## config.mk

```make
export PLATFORM = sky130hd
export DESIGN_NAME = gray_dec_tracker
export DESIGN_NICKNAME = d
export VERILOG_FILES = /design/src/rtl/gray_dec_tracker.sv
export SDC_FILE = /design/constraint.sdc
export NUM_CORES = 1
export LEC_CHECK = 0
export ABC_AREA = 1
export ABC_CLOCK_PERIOD_IN_PS = 3300
export CAP_MARGIN = 20
export CORE_MARGIN = 8
export CORE_UTILIZATION = 43
export CTS_BUF_LIST = sky130_fd_sc_hd__clkbuf_4 sky130_fd_sc_hd__clkbuf_8
export CTS_CLUSTER_DIAMETER = 30
export CTS_CLUSTER_SIZE = 10
export DETAILED_ROUTE_END_ITERATION = 10
export GPL_TIMING_DRIVEN = 0
export PLACE_DENSITY = 0.67
export SYNTH_ARGS = -nofsm -noshare
export SYNTH_HDL_FRONTEND = slang
export SYNTH_SLANG_ARGS = --single-unit
```

## constraint.sdc

```tcl
create_clock -name clk -period 3.3 [get_ports clk]
set_input_delay 0.99 -clock clk [delete_from_list [all_inputs] [get_ports clk]]
set_output_delay 0.99 -clock clk [all_outputs]
set_load 0.03 [all_outputs]
```

## src/rtl/gray_dec_tracker.sv

```systemverilog
// Gray-to-binary decoder with sample tracking: captures a Gray word on a strobe,
// decodes it, classifies it against the previous sample and counts illegal jumps.
module gray_dec_tracker #(
  parameter int W     = 4,
  parameter int ERR_W = 8
) (
  input  logic             clk,
  input  logic             rst_n,
  input  logic             sample,
  input  logic [W-1:0]     gray_in,
  input  logic             clear,
  output logic [W-1:0]     bin_out,
  output logic             bin_valid,
  output logic             step_up,
  output logic             step_down,
  output logic             err_jump,
  output logic [ERR_W-1:0] err_cnt
);

  typedef enum logic {UNPRIMED, TRACKING} state_t;

  state_t         state_q, state_d;
  logic [W-1:0]   gray_p0;
  logic           vld_p0;
  logic [W-1:0]   gray_prev;
  logic [W-1:0]   bin_new;
  logic [W-1:0]   diff;
  logic           one_bit, multi_bit;
  logic           up_d, down_d, jump_d;

  function automatic logic [W-1:0] gray2bin(input logic [W-1:0] g);
    logic [W-1:0] b;
    b[W-1] = g[W-1];
    for (int i = W - 2; i >= 0; i--) begin
      b[i] = b[i+1] ^ g[i];
    end
    return b;
  endfunction

  function automatic logic [ERR_W-1:0] sat_inc(input logic [ERR_W-1:0] c);
    return (&c) ? c : c + 1'b1;
  endfunction

  // Stage A: capture the Gray word on the sample strobe
  always_ff @(posedge clk or negedge rst_n) begin
    if (!rst_n) begin
      gray_p0 <= '0;
      vld_p0  <= 1'b0;
    end else if (clear) begin
      vld_p0  <= 1'b0;
    end else begin
      vld_p0  <= sample;
      if (sample) gray_p0 <= gray_in;
    end
  end

  // A single-bit Gray change is detected as a non-zero power of two in the XOR.
  always_comb begin
    bin_new   = gray2bin(gray_p0);
    diff      = gray_p0 ^ gray_prev;
    one_bit   = (diff != '0) && ((diff & (diff - 1'b1)) == '0);
    multi_bit = (diff != '0) && !one_bit;
    state_d   = state_q;
    up_d      = 1'b0;
    down_d    = 1'b0;
    jump_d    = 1'b0;
    if (clear) begin
      state_d = UNPRIMED;
    end else if (vld_p0) begin
      state_d = TRACKING;
      if (state_q == TRACKING) begin
        if (one_bit) begin
          if (bin_new == bin_out + 1'b1) up_d = 1'b1;
          else                           down_d = 1'b1;
        end else if (multi_bit) begin
          jump_d = 1'b1;
        end
      end
    end
  end

  // Stage B: register decoded value, flags and tracking reference
  always_ff @(posedge clk or negedge rst_n) begin
    if (!rst_n) begin
      state_q   <= UNPRIMED;
      bin_out   <= '0;
      gray_prev <= '0;
      bin_valid <= 1'b0;
      step_up   <= 1'b0;
      step_down <= 1'b0;
      err_jump  <= 1'b0;
      err_cnt   <= '0;
    end else begin
      state_q   <= state_d;
      bin_valid <= vld_p0 & ~clear;
      step_up   <= up_d;
      step_down <= down_d;
      err_jump  <= jump_d;
      if (clear) begin
        err_cnt <= '0;
      end else if (vld_p0) begin
        bin_out   <= bin_new;
        gray_prev <= gray_p0;
        if (jump_d) err_cnt <= sat_inc(err_cnt);
      end
    end
  end

endmodule

```

==> run_results.csv, run 1 <==
group,metric,value,unit
outcome,status,"finished, final reports clean",
timing,hold_violations,0,
worst_setup_path,worst-path-buf-inv,1,
timing,final.period_utilization,0.751,
timing,worst_slew_pin_slew,0.375,ns
synthesis,synthMostInstantiatedCell,"nand2_1",
placed_design,gp_routability_congestion,0.789,
pwr,p_comb_frac,0.351,
pwr,internal-power,0.497,mW
grt,met3_usage,0.0302,
worst_setup_path,critPathMaxFanout,6,
grt,grt_pass1_vias,1145,
route,vias_per_cell,4.87,
pwr,p_clk_frac,0.174,
synthesis,synthDistinctLibCells,25,
timing,slew_headroom,0.750,
grt,grt_start_max_net_pins,26,
pwr,p_sw,0.293,mW
worst_setup_path,required,2.31,ns
worst_setup_path,r2r-start,"err_cnt[0]$_DFFE_PN0P_",
synthesis,yosys_register_bits,25,
grt,antenna_found_initial,0,
floorplan,fp.coreArea,3050,um^2
clock_tree,cts_inserted_buffers,3,
layout,synthToLayoutAreaGrowth,23.8,%
clock_tree,cts_max_path_buffers,2,
route,num_vias,1212,
floorplan,die_w,72.8,um
grt,grt_overflow,0,
layout,multiInputGateArea,661,um^2
grt,grtUsageTotal,0.112,
synthesis,synthCells,178,
clock_tree,path_clk_slew,0.14,ns
hold_path,min_from,"gray_prev[2]$_DFFE_PN0P_",
synthesis,post_synth.cell_area_avg,7.80,um^2
grt,grt_most_used_layer,"met2",
clock_tree,cts-htree-levels,1,
layout,drive_gt1_frac,0.0976,
pwr,switching_share,0.371,
pwr,p_leak,0.850,nW
pwr,p_per_area,459,nW/um^2
synthesis,yosysSeqAreaShare,0.450,
hold_path,hold_end,"gray_prev[2]$_DFFE_PN0P_",
clock_tree,cts_tree,"yes",
layout,regArea,626,um^2
synthesis,synth_edf_count,0,
synthesis,synth_flop_cell,"dfrtp_1",
hold_path,holdPathStages,2,
placed_design,io_buffers,22,
worst_setup_path,critPathKind,"reg2out",
timing,fin_skew,0.00631,ns
route,drt_wl_total,2.82,mm
synthesis,syn-cell-area,1390,um^2
worst_setup_path,reg2reg_slack,1.74,ns
pwr,vdd_drop_max,0.284,mV
worst_setup_path,cp_cell_sequence,"clkdlybuf4s50_1",
worst_setup_path,cpMaxStageDelayCell,"clkdlybuf4s50_1",
synthesis,yosysWarnings,0,
grt,use_met1,0.137,
timing,rsz0062_at_grt,"no",
job,cap_violations,0,
worst_setup_path,startpoint_type,"flop",
floorplan,dieArea,5300,um^2
route,route.detailed.drc,0,
worst_setup_path,regToRegEndpoint,"err_cnt[4]$_DFFE_PN0P_",
route,drt-pass1-iter-count,4,
placed_design,pre_cts_ws,0.904,ns
synthesis,synth_common_cells,"nand2_1, dfrtp_1, nand3_1",
clock_tree,clkSinkCount,25,
clock_tree,postCtsSetupBuffers,0,
clock_tree,cts_root_buffer,"clkbuf_4",
timing,tns,0,ns
clock_tree,holdBufCountCts,0,
worst_setup_path,reg2reg_depth,8,
route,drtIter0Drc,82,
timing,fmax,403,MHz
layout,nets,216,
route,wl_per_cell,11.3,um
worst_setup_path,arrival,1.49,ns
pwr,p_seq_frac,0.475,
synthesis,synth_top_area_share,0.450,
worst_setup_path,slowest_delay,0.70,ns
timing,setup_ws,0.821,ns
synthesis,synth_top_area_cell,"dfrtp_1",
grt,grt_pass1_wl,4.89,mm
layout,fill_cells,301,
worst_setup_path,cp_top_family,"buffers and inverters",
clock_tree,clk_latency,0.32,ns
floorplan,rows,20,
timing,setup_viol,0,
floorplan,die_h,72.8,um
hold_path,hold_class,"reg2reg",
synthesis,synthArstFlopShare,1.00,
clock_tree,postCtsResizedCells,0,
timing,period_needed,2.48,ns
floorplan,start_util,0.455,
placed_design,place_hpwl,2.18,mm
worst_setup_path,end_kind,"output port",
route,detail-route-antenna-nets,0,
timing,drv_slew,0,
grt,grt_util_met2,0.190,
floorplan,ioPinCount,24,
synthesis,synth.area.top_cells,"dfrtp_1, nand2_1, nand3_1",
layout,diodes,0,
synthesis,mappedNetlistNets,188,
## registers in the layout, indices dropped and copies added (netlist names)
signal / cells
step_down: 1
bin_out: 4
err_cnt: 8
err_jump: 1
gray_p0: 4
state_q: 1
bin_valid: 1
gray_prev: 3
vld_p0: 1
step_up: 1
## power groups by stage
stage	logic, mW	registers, mW	clock network [mW]
after CTS	0.277	0.375	0.143
after global placement	0.268	0.380	0
final	0.277	0.375	0.137
after global routing	0.312	0.381	0.157
after detailed placement	0.276	0.381	0
after floorplan	0.162	0.407	0
## metal layers
layer  part of all wire  vias to the layer above
met3              0.052                        2
met5                  0                        -
met1               0.47                      568
met4             0.0050                        0
li1                   -                      614
met2               0.47                       28
## layout make-up
cell class	instances	share of cell area
Sequential cell	25	0.364
Clock inverter	1	0.00291
Tap cell	44	0.0320
Buffer	4	0.0182
Multi-Input combinational cell	130	0.384
Clock buffer	3	0.0131
Inverter	19	0.0415
Timing Repair Buffer	23	0.144
## layout by cell type, fill, tap and decap left out
cell type        count
nand4_1              1
clkdlybuf4s50_1     22
a21oi_1              2
inv_2                1
nand3b_1             1
xor2_1               7
nand3_2              1
dfrtp_1             25
clkinv_1             1
buf_2                2
o21ai_0             10
nor2_1              14
inv_1               17
nand2_2              4
nor2_2               2
buf_16               1
nor3b_1              2
clkbuf_8             1
a21oi_4              1
buf_4                1
nand2_4              1
clkbuf_4             3
nand2_1             58
o21ai_1              1
ha_1                 2
nand3_4              1
nand3_1             20
xnor2_1              2
clkinv_2             1
## how the worst max path moves through the flow
stage / from / endpoint / slack [ns] / cells after the start
after global routing: bin_out[2]$_DFFE_PN0P_ / bin_out[2] / 0.75 / 1
after global placement: rst_n / bin_out[2]$_DFFE_PN0P_ / 0.95 / 1
after floorplan: clear / bin_out[1]$_DFFE_PN0P_ / 1.52 / 6
final: err_cnt[2]$_DFFE_PN0P_ / err_cnt[2] / 0.82 / 1
after CTS: err_cnt[2]$_DFFE_PN0P_ / err_cnt[2] / 0.79 / 1
after detailed placement: rst_n / bin_out[2]$_DFFE_PN0P_ / 0.90 / 1
## kinds of logic after synthesis
family,after synthesis,synth area share
compound gates,14,0.0586
xor+xnor,9,0.0568
fa+ha+maj,2,0.0180
buf+inv,23,0.0739
flops,25,0.450
simple gates,105,0.342
## through the flow
step | std cells | power (mW) | hold WS (ns) | utilization | area, um^2
floorplan | 178 | 0.570 | 0.472 | - | 1390
global placement | 244 | 0.648 | 0.486 | 0.545 | 1660
detailed placement | 244 | 0.657 | 0.497 | 0.545 | 1660
CTS | 248 | 0.795 | 0.529 | 0.554 | 1690
global route | 249 | 0.851 | 0.567 | 0.563 | 1720
finish | 249 | 0.790 | 0.529 | 0.563 | 1720
(Power assumes the default switching activity.)
==> run 2: changes to the inputs <==
--- a/config.mk
+++ b/config.mk
@@ -6,7 +6,7 @@
 export NUM_CORES = 1
 export LEC_CHECK = 0
 export ABC_AREA = 1
-export ABC_CLOCK_PERIOD_IN_PS = 3300
+export ABC_CLOCK_PERIOD_IN_PS = 2300
 export CAP_MARGIN = 20
 export CORE_MARGIN = 8
 export CORE_UTILIZATION = 43
==> constraint.sdc (replaced) <==
create_clock -name clk -period 2.3 [get_ports clk]
set_input_delay 0.69 -clock clk [delete_from_list [all_inputs] [get_ports clk]]
set_output_delay 0.69 -clock clk [all_outputs]
set_load 0.03 [all_outputs]
==> results of run 2 <==
The final DEF is identical to that of run 1. Status: finished, final reports clean.
Main changes from that run: setup slack after placement 0.904 ns -> 0.204 ns; setup slack after layout 0.821 ns -> 0.121 ns; register-to-register setup slack 1.74 ns -> 0.74 ns; total power 0.790 mW -> 1.13 mW; worst IR drop on VDD 0.284 mV -> 0.408 mV
==> run 3: changes to the inputs <==
--- a/config.mk
+++ b/config.mk
@@ -6,7 +6,7 @@
 export NUM_CORES = 1
 export LEC_CHECK = 0
 export ABC_AREA = 1
-export ABC_CLOCK_PERIOD_IN_PS = 2300
+export ABC_CLOCK_PERIOD_IN_PS = 1800
 export CAP_MARGIN = 20
 export CORE_MARGIN = 8
 export CORE_UTILIZATION = 43
@@ -15,7 +15,7 @@
 export CTS_CLUSTER_SIZE = 10
 export DETAILED_ROUTE_END_ITERATION = 10
 export GPL_TIMING_DRIVEN = 0
-export PLACE_DENSITY = 0.67
+export PLACE_DENSITY = 0.7
 export SYNTH_ARGS = -nofsm -noshare
 export SYNTH_HDL_FRONTEND = slang
 export SYNTH_SLANG_ARGS = --single-unit
==> constraint.sdc (replaced) <==
create_clock -name clk -period 1.8 [get_ports clk]
set_input_delay 0.54 -clock clk [delete_from_list [all_inputs] [get_ports clk]]
set_output_delay 0.54 -clock clk [all_outputs]
set_load 0.03 [all_outputs]
==> run 3 against run 2 <==
Setup slack worse by 0.073 ns. Critical path depth up 1. Sequential share of layout area up 0.56 points. Final area down 1.5%. Critical path type unchanged. Critical endpoint is now bin_out[3].
==> run_results.csv, run 3 (synthesis gave the netlist of run 1 again) <==
group,metric,value,unit
clock_tree,cts-htree-levels,1,
route,vias_per_cell,4.72,
grt,grt_pass1_wl,5.00,mm
grt,antenna_found_initial,0,
clock_tree,cts_root_buffer,"clkbuf_4",
worst_setup_path,end_kind,"output port",
floorplan,dieArea,5300,um^2
clock_tree,postCtsResizedCells,16,
route,drtIter0Drc,61,
worst_setup_path,required,1.26,ns
timing,rsz0062_at_grt,"no",
timing,setup_viol,0,
placed_design,place_hpwl,2.21,mm
grt,grt_overflow,0,
job,cap_violations,0,
clock_tree,path_clk_slew,0.15,ns
grt,grt_pass1_vias,1142,
worst_setup_path,critPathKind,"reg2out",
route,drt-pass1-iter-count,4,
worst_setup_path,critPathMaxFanout,3,
floorplan,die_h,72.8,um
pwr,p_per_area,847,nW/um^2
route,route.detailed.drc,0,
clock_tree,cts_tree,"yes",
layout,regMostFlops,"err_cnt",
timing,slew_headroom,0.621,
floorplan,die_w,72.8,um
floorplan,start_util,0.455,
layout,diodes,0,
timing,final.period_utilization,0.973,
route,num_vias,1176,
floorplan,ioPinCount,24,
placed_design,gp_routability_congestion,0.816,
layout,layout_commonest_cell,"nand2_1",
route,wl_per_cell,11.4,um
clock_tree,holdBufCountCts,0,
layout,layout_common_cells,"nand2_1, dfrtp_1, nand3_1",
layout,finish.utilization,0.555,
clock_tree,cts_max_path_buffers,2,
layout,drive_gt1_frac,0.0976,
pwr,p_leak,0.897,nW
clock_tree,postCtsSetupBuffers,0,
route,detail-route-antenna-nets,0,
timing,setup_ws,0.0479,ns
placed_design,pre_cts_ws,0.125,ns
clock_tree,cts_inserted_buffers,3,
hold_path,hold_class,"reg2reg",
placed_design,io_buffers,22,
route,drt_wl_total,2.83,mm
timing,period_needed,1.75,ns
layout,largest_reg_flops,8,
layout,synthToLayoutAreaGrowth,21.9,%
layout,reg.largest.list,"err_cnt x8, bin_out x4, gray_p0 x4",
timing,hold_violations,0,
timing,drv_slew,0,
layout,nets,216,
timing,fin_skew,0.00507,ns
clock_tree,clk_latency,0.32,ns
worst_setup_path,startpoint_type,"flop",
floorplan,rows,20,
grt,grt_start_max_net_pins,16,
timing,worst_slew_pin_slew,0.567,ns
grt,grtUsageTotal,0.115,
floorplan,fp.coreArea,3050,um^2
pwr,vdd_drop_max,0.414,mV
worst_setup_path,arrival,1.21,ns
outcome,status,"finished, final reports clean",
timing,fmax,571,MHz
clock_tree,clkSinkCount,25,
[run 3: worst paths after layout]
kind / from / slack [ns] / endpoint / depth (start not counted)
max in group asynchronous: rst_n / 0.74 / gray_prev[0]$_DFFE_PN0P_ / 2
setup / recovery: bin_out[3]$_DFFE_PN0P_ / 0.05 / bin_out[3] / 2
hold / removal: state_q$_DFFE_PN0P_ / 0.53 / state_q$_DFFE_PN0P_ / 2
hold reg to reg: state_q$_DFFE_PN0P_ / 0.53 / state_q$_DFFE_PN0P_ / 2
setup reg to reg: err_cnt[0]$_DFFE_PN0P_ / 0.20 / err_cnt[6]$_DFFE_PN0P_ / 8
min in group asynchronous: rst_n / 0.56 / err_cnt[3]$_DFFE_PN0P_ / 1
[run 3: cell type report]
class / instances / area (um^2)
fill: 311 / 1360
multi-input combinational: 130 / 661
sequential: 25 / 626
timing repair buffer: 23 / 219
inverter: 19 / 71.3
tap: 44 / 55.1
buffer: 4 / 31.3
clock buffer: 3 / 22.5
clock inverter: 1 / 7.51
[run 3: through the flow]
step | instance area [um^2] | power, mW | cells | hold slack, ns | TNS, ns
2_1_floorplan | 1390 | 1.04 | 178 | 0.244 | 0
3_3_place_gp | 1660 | 1.19 | 244 | 0.486 | -2.59
3_5_place_dp | 1680 | 1.20 | 245 | 0.490 | 0
4_1_cts | 1690 | 1.45 | 249 | 0.528 | 0
5_1_grt | 1690 | 1.54 | 249 | 0.553 | 0
6_report | 1690 | 1.43 | 249 | 0.526 | 0
[run 3: worst max-delay path, cell delays in order (launching register included)]
cell and delay, ns:
dfrtp_1 0.43, buf_4 0.14, clkdlybuf4s15_1 0.33
[run 3: where the power goes]
group,internal [mW],switching [mW],total (mW),leakage (nW)
combinational,0.181,0.302,0.483,0.556
sequential,0.622,0.0663,0.688,0.327
clock,0.0848,0.179,0.263,0.0139
total,0.888,0.547,1.43,0.897
[run 3: metal layers]
metal | global-route usage | wire (um) | vias up
li1 | - | - | 614
met1 | 0.156 | 1410 | 549
met2 | 0.174 | 1330 | 11
met3 | 0.0206 | 69 | 2
met4 | 0.0444 | 15 | 0
met5 | 0 | 0 | -
